**src/rtl/div_seq_ctrl_pkg.sv**
```systemverilog
// Shared types and constants for the sequential restoring divider.
package div_seq_ctrl_pkg;

    localparam int DIV_W = 8;
    localparam int REM_W = 9;
    localparam logic [2:0] ITER_LAST = 3'd7;

    typedef enum logic [1:0] {
        IDLE = 2'd0,
        RUN  = 2'd1,
        DONE = 2'd2
    } state_e;

endpackage

```
**src/rtl/div_seq_ctrl_if.sv**
```systemverilog
// Handshake and operand/result bus between a requester and the divider.
interface div_seq_ctrl_if;
    import div_seq_ctrl_pkg::*;

    logic             start;
    logic [DIV_W-1:0] dividend;
    logic [DIV_W-1:0] divisor;
    logic             busy;
    logic             done;
    logic             div_zero;
    logic [DIV_W-1:0] quotient;
    logic [DIV_W-1:0] remainder;

    modport master (
        output start, dividend, divisor,
        input  busy, done, div_zero, quotient, remainder
    );

    modport slave (
        input  start, dividend, divisor,
        output busy, done, div_zero, quotient, remainder
    );

endinterface

```
**src/rtl/div_seq_ctrl_stage.sv**
```systemverilog
// One restoring-division step: shift in the next dividend bit, trial-subtract the divisor.
module div_seq_ctrl_stage
    import div_seq_ctrl_pkg::*;
(
    input  logic [REM_W-1:0] rem_in,
    input  logic             top_bit,
    input  logic [DIV_W-1:0] b,
    output logic [REM_W-1:0] rem_out,
    output logic             q_bit
);

    logic [REM_W:0] shifted;
    logic [REM_W:0] b_ext;

    // Shift the partial remainder left and keep the difference only when it does not go negative.
    always_comb begin
        shifted = {rem_in, top_bit};
        b_ext   = {2'b00, b};
        q_bit   = (shifted >= b_ext);
        rem_out = q_bit ? REM_W'(shifted - b_ext) : shifted[REM_W-1:0];
    end

endmodule

```
**src/rtl/div_seq_ctrl.sv**
```systemverilog
// Sequential 8-bit unsigned divider: one shared restoring stage reused over 8 RUN cycles.
module div_seq_ctrl
    import div_seq_ctrl_pkg::*;
(
    input  logic          clk,
    input  logic          rst,
    div_seq_ctrl_if.slave bus
);

    state_e           state_q, state_d;
    logic [DIV_W-1:0] a_sh_q, a_sh_d;
    logic [DIV_W-1:0] b_q, b_d;
    logic [REM_W-1:0] rem_q, rem_d;
    logic [2:0]       cnt_q, cnt_d;
    logic             busy_q, busy_d;
    logic             done_q, done_d;
    logic             div_zero_q, div_zero_d;
    logic [DIV_W-1:0] quotient_q, quotient_d;
    logic [DIV_W-1:0] remainder_q, remainder_d;

    logic [REM_W-1:0] stage_rem;
    logic             stage_q_bit;

    div_seq_ctrl_stage u_div_stage (
        .rem_in  (rem_q),
        .top_bit (a_sh_q[DIV_W-1]),
        .b       (b_q),
        .rem_out (stage_rem),
        .q_bit   (stage_q_bit)
    );

    // Next-state and registered-output decode; results load on the edge that enters DONE.
    always_comb begin
        state_d     = state_q;
        a_sh_d      = a_sh_q;
        b_d         = b_q;
        rem_d       = rem_q;
        cnt_d       = cnt_q;
        busy_d      = busy_q;
        done_d      = 1'b0;
        div_zero_d  = div_zero_q;
        quotient_d  = quotient_q;
        remainder_d = remainder_q;
        case (state_q)
            IDLE: begin
                if (bus.start) begin
                    busy_d = 1'b1;
                    if (bus.divisor != '0) begin
                        a_sh_d     = bus.dividend;
                        b_d        = bus.divisor;
                        rem_d      = '0;
                        cnt_d      = '0;
                        div_zero_d = 1'b0;
                        state_d    = RUN;
                    end else begin
                        done_d      = 1'b1;
                        div_zero_d  = 1'b1;
                        quotient_d  = '1;
                        remainder_d = bus.dividend;
                        state_d     = DONE;
                    end
                end
            end
            RUN: begin
                rem_d  = stage_rem;
                a_sh_d = {a_sh_q[DIV_W-2:0], stage_q_bit};
                cnt_d  = cnt_q + 3'd1;
                if (cnt_q == ITER_LAST) begin
                    done_d      = 1'b1;
                    quotient_d  = {a_sh_q[DIV_W-2:0], stage_q_bit};
                    remainder_d = stage_rem[DIV_W-1:0];
                    state_d     = DONE;
                end
            end
            DONE: begin
                busy_d  = 1'b0;
                state_d = IDLE;
            end
            default: begin
                busy_d  = 1'b0;
                state_d = IDLE;
            end
        endcase
    end

    // State and datapath registers with synchronous reset.
    always_ff @(posedge clk) begin
        if (rst) begin
            state_q     <= IDLE;
            a_sh_q      <= '0;
            b_q         <= '0;
            rem_q       <= '0;
            cnt_q       <= '0;
            busy_q      <= 1'b0;
            done_q      <= 1'b0;
            div_zero_q  <= 1'b0;
            quotient_q  <= '0;
            remainder_q <= '0;
        end else begin
            state_q     <= state_d;
            a_sh_q      <= a_sh_d;
            b_q         <= b_d;
            rem_q       <= rem_d;
            cnt_q       <= cnt_d;
            busy_q      <= busy_d;
            done_q      <= done_d;
            div_zero_q  <= div_zero_d;
            quotient_q  <= quotient_d;
            remainder_q <= remainder_d;
        end
    end

    assign bus.busy      = busy_q;
    assign bus.done      = done_q;
    assign bus.div_zero  = div_zero_q;
    assign bus.quotient  = quotient_q;
    assign bus.remainder = remainder_q;

endmodule
```
**src/flat_wrapper.sv**
```systemverilog
// flat-port wrapper written by rule: the top's interface ports become plain ports
module div_seq_ctrl_flat import div_seq_ctrl_pkg::*;
  (clk, rst, bus_start, bus_dividend, bus_divisor, bus_busy, bus_done, bus_div_zero, bus_quotient, bus_remainder);
  div_seq_ctrl_if bus_i ();
  input  logic clk;
  input  logic rst;
  input wire logic [$bits(bus_i.start)-1:0] bus_start;
  input wire logic [$bits(bus_i.dividend)-1:0] bus_dividend;
  input wire logic [$bits(bus_i.divisor)-1:0] bus_divisor;
  output wire logic [$bits(bus_i.busy)-1:0] bus_busy;
  output wire logic [$bits(bus_i.done)-1:0] bus_done;
  output wire logic [$bits(bus_i.div_zero)-1:0] bus_div_zero;
  output wire logic [$bits(bus_i.quotient)-1:0] bus_quotient;
  output wire logic [$bits(bus_i.remainder)-1:0] bus_remainder;
  assign bus_i.start = bus_start;
  assign bus_i.dividend = bus_dividend;
  assign bus_i.divisor = bus_divisor;
  assign bus_busy = bus_i.busy;
  assign bus_done = bus_i.done;
  assign bus_div_zero = bus_i.div_zero;
  assign bus_quotient = bus_i.quotient;
  assign bus_remainder = bus_i.remainder;
  div_seq_ctrl u_core (.clk(clk), .rst(rst), .bus(bus_i));
endmodule
```
**config.mk**
```make
export PLATFORM = sky130hd
export DESIGN_NAME = div_seq_ctrl_flat
export DESIGN_NICKNAME = d
export VERILOG_FILES = /design/src/rtl/div_seq_ctrl_pkg.sv /design/src/rtl/div_seq_ctrl_if.sv /design/src/rtl/div_seq_ctrl_stage.sv /design/src/rtl/div_seq_ctrl.sv /design/src/flat_wrapper.sv
export SDC_FILE = /design/constraint.sdc
export NUM_CORES = 1
export LEC_CHECK = 0
export CAP_MARGIN = 5
export CORE_MARGIN = 3
export CORE_UTILIZATION = 54
export DETAILED_ROUTE_END_ITERATION = 8
export DONT_BUFFER_PORTS = 1
export GPL_TIMING_DRIVEN = 0
export HOLD_SLACK_MARGIN = 0.08
export PLACE_DENSITY = 0.69
export SLEW_MARGIN = 5
export SYNTH_ARGS = -nofsm -noshare
export SYNTH_HDL_FRONTEND = slang
export SYNTH_SLANG_ARGS = --single-unit
```
**constraint.sdc**
```tcl
create_clock -name clk -period 3 [get_ports clk]
set_input_delay 0.6 -clock clk [delete_from_list [all_inputs] [get_ports clk]]
set_output_delay 0.6 -clock clk [all_outputs]
set_load 0.005 [all_outputs]
```
==> impl_metrics.csv, run 1 <==
group,metric,value,unit
outcome,outcome,"completed",
placed_design,dpl-instance-area,2470,um2
sta,max_freq,0.411,GHz
power_and_ir_drop,p_leak,0.971,nW
clock_tree,root_buffer,"clkbuf_8",
logic_synthesis,ys_types,47,
worst_setup_path,cp_max_fo,10,
worst_setup_path,end_kind,"flop",
route,first_pass_iters,4,
clock_tree,ctsHoldBuffers,0,
floorplanning,die_area,5300,um2
route,finalWirelength,5810,um
power_and_ir_drop,power_density,650,nW/um2
grt,antenna_found_initial,0,
grt,grt_pass1_vias,1968,
worst_setup_path,crit_required,3.17,ns
grt,met3_usage,0.0510,
clock_tree,post_cts_buffers,0,
logic_synthesis,synth_top_area_share,0.407,
grt,grt.total_usage,0.234,
placed_design,io_buffers,0,
clock_tree,ctsHtreeMaxLevel,2,
floorplanning,rows,23,
min_path,hold_path.class,"input port to flop",
worst_setup_path,arrival,2.61,ns
logic_synthesis,syn_area,2410,um2
logic_synthesis,ys_ff_latch,49,
clock_tree,cts_resized,0,
floorplanning,io_pins,38,
grt,grt_max_degree,17,
route,num_vias,2037,
logic_synthesis,netlist_top_cells_area,"dfxtp_1 41%, nor2_1 8.4%, nand2_1 5.3%",
logic_synthesis,synth_nets,318,
sta,fin_crit_sh,0.812,
grt,met2_usage,0.357,
finish,drive_gt1_frac,0.0946,
clock_tree,path_clk_slew,0.10,ns
grt,grt_use_met1,0.329,
sta,rsz0062_at_grt,"false",
sta,period_needed,2.43,ns
finish,final_area,2580,um2
logic_synthesis,syn-instance-count,288,
flow_run,drv_cap,0,
floorplanning,coreArea,4140,um2
logic_synthesis,ys_seq_area_frac,0.407,
clock_tree,cts.path.max_buffers,2,
sta,tightestPinTransition,0.588,ns
worst_setup_path,crit_path_start_kind,"flop",
sta,finalMaxSlewViolations,0,
route,drcViolationCount,0,
power_and_ir_drop,vdd.ir_drop.worst,0.372,mV
finish,nNetsFinal,325,
finish,area_growth_syn_to_layout,7.27,%
logic_synthesis,post-synth-top-area-cell,"dfxtp_1",
sta,setup_viol,0,
logic_synthesis,synth-warning-count,0,
route,wl_per_cell,16.8,um
floorplanning,dieWidth,72.8,um
placed_design,globalplace.congestion,0.844,
sta,setup_ws,0.565,ns
finish,fill_cells,385,
grt,grt_pass1_wl,9560,um
placed_design,post-place-ws,0.587,ns
clock_tree,clk_latency,0.32,ns
logic_synthesis,avgSynthCellArea,8.36,um2
placed_design,dp_hpwl,4220,um
clock_tree,cts.sinks,49,
clock_tree,cts_tree,"done",
sta,hold_viol,0,
grt,grt_overflow,0,
finish,antenna_cells,0,
sta,clock_skew,0.0112,ns
route,first_iter_violations,162,
clock_tree,numCtsBuffers,5,
route,viasPerCell,5.89,
route,drtAntennaViolNets,0,
sta,slew_headroom,0.608,
floorplanning,initial_core_util,0.581,
worst_setup_path,critPathKind,"flop to flop",
grt,grt-busiest-layer,"met2",
floorplanning,die_h,72.8,um
sta,tns,0,ns
## metal layers
metal	wire, um	share of wire
met5	0	0
met4	69	0.012
met3	297	0.051
met2	2710	0.47
met1	2730	0.47
## worst max-delay path, cell delays in order (launching register included)
cell and delay [ns]:
dfxtp_1 0.31, inv_1 0.09, ha_1 0.17, inv_1 0.05
fa_1 0.39, nand3_1 0.13, a211oi_2 0.11, nor3b_4 0.32
buf_6 0.20, mux2_4 0.30, nand2_1 0.11, a311oi_2 0.10
## stage by stage
step | hold WS (ns) | utilization | total power, W | instances
2_1_floorplan | 0.444 | - | 0.00111 | 288
3_3_place_gp | 0.461 | 0.596 | 0.00119 | 338
3_5_place_dp | 0.464 | 0.596 | 0.00120 | 338
4_1_cts | 0.353 | 0.623 | 0.00169 | 346
5_1_grt | 0.349 | 0.623 | 0.00177 | 346
6_report | 0.361 | 0.623 | 0.00168 | 346
## registers in the layout, summed over array words and instances (netlist names)
register and cells:
u_core.state_q 2, u_core.bus.div_zero 1, u_core.a_sh_q 8, u_core.bus.done 1, u_core.bus.busy 1, u_core.bus.remainder 8, u_core.cnt_q 3, u_core.rem_q 9
u_core.b_q 8, u_core.bus.quotient 8
## cell usage in the layout (no fill, tap or decap), types with 4 or more instances in the layout
cell and count:
ha_1 10, clkbuf_8 5, nor2_1 54, a311oi_1 11, o21ai_0 6, nor2b_1 4
inv_1 11, dfxtp_1 49, clkbuf_1 9, a211oi_1 12, nand2_1 34, buf_2 6
a21oi_1 24
## cell usage after synthesis, drive strengths merged
| cell type | instances |
|---|---|
| o41ai | 1 |
| inv | 11 |
| mux2 | 4 |
| o31ai | 1 |
| nor2b | 4 |
| o21a | 1 |
| nand3b | 2 |
| ha | 10 |
| a22oi | 3 |
| dfxtp | 49 |
| nor3b | 1 |
| mux2i | 3 |
| nand3 | 2 |
| o21bai | 1 |
| a21boi | 1 |
| nand2b | 3 |
| a211oi | 13 |
| a311oi | 14 |
| fa | 1 |
| o22ai | 1 |
| or2 | 1 |
| or3 | 1 |
| nor3 | 3 |
| clkbuf | 10 |
| o211ai | 1 |
| a31o | 1 |
| xnor2 | 2 |
| buf | 8 |
| nor2 | 55 |
| nor4 | 2 |
| xor2 | 3 |
| and3 | 3 |
| o21ai | 7 |
| nand2 | 34 |
| a21oi | 26 |
| and2 | 3 |
| nand4 | 2 |
## path summary, 6_finish.rpt
check	from	to	cells after the start	slack, ns
max	u_core.a_sh_q[7]$_SDFFE_PP0P_	u_core.bus.remainder[4]$_SDFFE_PP0P_	11	0.57
min	rst	u_core.bus.done$_SDFF_PP0_	1	0.36
min reg2reg	u_core.a_sh_q[0]$_SDFFE_PP0P_	u_core.a_sh_q[0]$_SDFFE_PP0P_	2	0.48
max reg2reg	u_core.a_sh_q[7]$_SDFFE_PP0P_	u_core.bus.remainder[4]$_SDFFE_PP0P_	11	0.57
## power breakdown
part	total (W)	switching, W	internal [W]
logic	0.000473	0.000268	0.000205
clock network	0.000492	0.000242	0.000250
registers	0.000714	0.0000281	0.000686
## area by class of cell
class / instances / area [um2] / share of cell area
buffer: 18 / 86.3 / 0.0334
clock buffer: 5 / 68.8 / 0.0266
clock inverter: 3 / 43.8 / 0.0169
inverter: 11 / 41.3 / 0.0160
multi-input combinational: 210 / 1300 / 0.503
sequential: 49 / 981 / 0.380
tap: 50 / 62.6 / 0.0242
## logic make-up (layout without fill, tap and decap cells)
kind of cell,Yosys count,in the layout,synth area share
and+or+nand+nor,116,116,0.221
AOI/OAI and AO/OA,71,71,0.208
DFF,49,49,0.407
buffers and inverters,29,37,0.0530
adders and majority gates,11,11,0.0603
muxes,7,7,0.0327
xor gates and xnor gates,5,5,0.0182
Note: power is estimated with default switching activity, not from simulation.
==> run 2: changes to the inputs <==
==> constraint.sdc (replaced) <==
create_clock -name clk -period 2.48 [get_ports clk]
set_input_delay 0.496 -clock clk [delete_from_list [all_inputs] [get_ports clk]]
set_output_delay 0.496 -clock clk [all_outputs]
set_load 0.005 [all_outputs]
==> run 2 against run 1 <==
Worst setup slack got worse by 0.39 ns; non-clock buffer count rose by 3; first-iteration DRC count down 6.8%; power up 24%; critical path depth is the same; sequential share of layout area is 0.33 points lower; critical path type unchanged; largest cell class unchanged.
==> impl_metrics.csv, run 2 (synthesized netlist as in run 1, its figures left out) <==
group,metric,value,unit
outcome,outcome,"completed",
worst_setup_path,crit_path_cell_trace,"inv_1 > ha_1 > inv_1 > fa_1 > nand3_1 > a211oi_2 > nor3b_4 > buf_4 > mux2_1 > nand2_1 > a311oi_1",
route,viasPerCell,5.79,
floorplanning,die_h,72.8,um
route,wl_per_cell,16.7,um
power_and_ir_drop,power_density,799,nW/um2
sta,hold_viol,0,
finish,final_area,2610,um2
floorplanning,die_area,5300,um2
finish,final_common_cell,"nor2_1",
worst_setup_path,crit_path_frequent_cell,"inv_1",
sta,max_freq,0.433,GHz
floorplanning,dieWidth,72.8,um
placed_design,globalplace.congestion,0.844,
finish,nNetsFinal,328,
route,first_pass_iters,4,
finish,multi_input_area,1300,um2
worst_setup_path,critPathKind,"flop to flop",
worst_setup_path,cp_max_fo,3,
clock_tree,cts.sinks,49,
route,drcViolationCount,0,
sta,clock_skew,0.00952,ns
finish,antenna_cells,0,
sta,setup_ws,0.173,ns
worst_setup_path,critPathSlowestCell,"fa_1",
grt,antenna_found_initial,0,
placed_design,post-place-ws,0.0669,ns
floorplanning,initial_core_util,0.581,
route,first_iter_violations,151,
sta,rsz0062_at_grt,"false",
worst_setup_path,arrival,2.49,ns
grt,grt_max_degree,17,
clock_tree,cts.path.max_buffers,2,
route,finalWirelength,5810,um
worst_setup_path,slowest_delay,0.39,ns
finish,mostFrequentLayoutCells,"54 x nor2_1, 49 x dfxtp_1, 34 x nand2_1, 24 x a21oi_1, 12 x a211oi_1",
clock_tree,ctsHtreeMaxLevel,2,
flow_run,drv_cap,0,
sta,tightestPinTransition,0.601,ns
floorplanning,io_pins,38,
worst_setup_path,end_kind,"flop",
route,drtAntennaViolNets,0,
min_path,hold_path.class,"input port to flop",
worst_setup_path,critPathBufInv,3,
power_and_ir_drop,p_leak,0.986,nW
finish,fill_cells,379,
finish,drive_gt1_frac,0.104,
clock_tree,clk_latency,0.31,ns
grt,grt_pass1_wl,9560,um
finish,largest_reg_flops,9,
clock_tree,cts_tree,"done",
power_and_ir_drop,vdd.ir_drop.worst,0.451,mV
route,num_vias,2021,
placed_design,dpl-instance-area,2470,um2
sta,fin_crit_sh,0.930,
clock_tree,root_buffer,"clkbuf_8",
finish,area_growth_syn_to_layout,8.21,%
grt,grt_overflow,0,
finish,register_area,981,um2
grt,grt.total_usage,0.234,
sta,period_needed,2.31,ns
worst_setup_path,crit_path_start_kind,"flop",
floorplanning,coreArea,4140,um2
worst_setup_path,crit_required,2.66,ns
sta,setup_viol,0,
sta,tns,0,ns
sta,finalMaxSlewViolations,0,
clock_tree,path_clk_slew,0.10,ns
floorplanning,rows,23,
grt,grt_pass1_vias,1968,
finish,largest_register,"u_core.rem_q",
placed_design,dp_hpwl,4220,um
placed_design,io_buffers,0,
worst_setup_path,critPathTopFamily,"adder cells",
sta,slew_headroom,0.599,
clock_tree,numCtsBuffers,5,
run 2: cell count changes in the layout (fill, tap and decap cells not counted):
cell / delta
buf_4: +3
run 2: worst paths after layout:
check                                start                                   end  slack (ns)  cells past startpoint
max reg2reg  u_core.a_sh_q[7]$_SDFFE_PP0P_  u_core.bus.remainder[2]$_SDFFE_PP0P_        0.17                     11
max          u_core.a_sh_q[7]$_SDFFE_PP0P_  u_core.bus.remainder[2]$_SDFFE_PP0P_        0.17                     11
min                                    rst            u_core.bus.done$_SDFF_PP0_        0.26                      1
min reg2reg  u_core.a_sh_q[0]$_SDFFE_PP0P_         u_core.a_sh_q[0]$_SDFFE_PP0P_        0.48                      2
run 2: layout make-up:
| cell class | count | share of cell area |
|---|---|---|
| sequential | 49 | 0.376 |
| clock inverter | 3 | 0.0168 |
| inverter | 11 | 0.0158 |
| multi-input combinational | 210 | 0.499 |
| clock buffer | 5 | 0.0264 |
| buffer | 18 | 0.0331 |
| timing repair buffer | 3 | 0.00864 |
| tap | 50 | 0.0240 |
run 2: metrics by stage:
stage / hold slack [ns] / util / std cells / power, W
6_report: 0.257 / 0.629 / 349 / 0.00208
5_1_grt: 0.245 / 0.629 / 349 / 0.00220
4_1_cts: 0.249 / 0.623 / 346 / 0.00204
3_5_place_dp: 0.464 / 0.596 / 338 / 0.00145
3_3_place_gp: 0.461 / 0.596 / 338 / 0.00144
2_1_floorplan: 0.444 / - / 288 / 0.00134
run 2: per-layer routing:
layer,global-route usage,share of wire,vias up
met3,0.0510,0.056,7
li1,-,-,1024
met5,0,0,-
met4,0.0738,0.011,0
met2,0.357,0.47,42
met1,0.329,0.47,948
run 2: repair_timing:
| item | 4_1_cts | 5_1_grt |
|---|---|---|
| gates resized for setup | 0 | 0 |
| endpoints found under the setup margin | 0 | 6 |
| hold buffers | 0 | 0 |
| buffers inserted | 0 | 3 |
| endpoints found under the hold margin | 0 | 0 |
run 2: worst reg2reg max path, stage by stage (launching register included):
cell	delay [ns]
dfxtp_1	0.31
inv_1	0.09
ha_1	0.17
inv_1	0.05
fa_1	0.39
nand3_1	0.13
a211oi_2	0.11
nor3b_4	0.21
buf_4	0.16
mux2_1	0.32
nand2_1	0.12
a311oi_1	0.10
run 2: where the power goes:
group	switching [W]	internal [W]	leakage, nW	total [W]
registers	0.0000337	0.000830	0.399	0.000864
clock network	0.000290	0.000303	0.0585	0.000593
logic	0.000334	0.000290	0.528	0.000625
==> run 3: changes to the inputs <==
==> constraint.sdc (replaced) <==
create_clock -name clk -period 2.48 [get_ports clk]
set_input_delay 0.496 -clock clk [delete_from_list [all_inputs] [get_ports clk]]
set_output_delay 0.496 -clock clk [all_outputs]
set_load 0.1 [all_outputs]
==> results of run 3 <==
Same layout as run 2 (identical final DEF). Status: completed.
Main changes from that run: total power 0.00208 W -> 0.00210 W
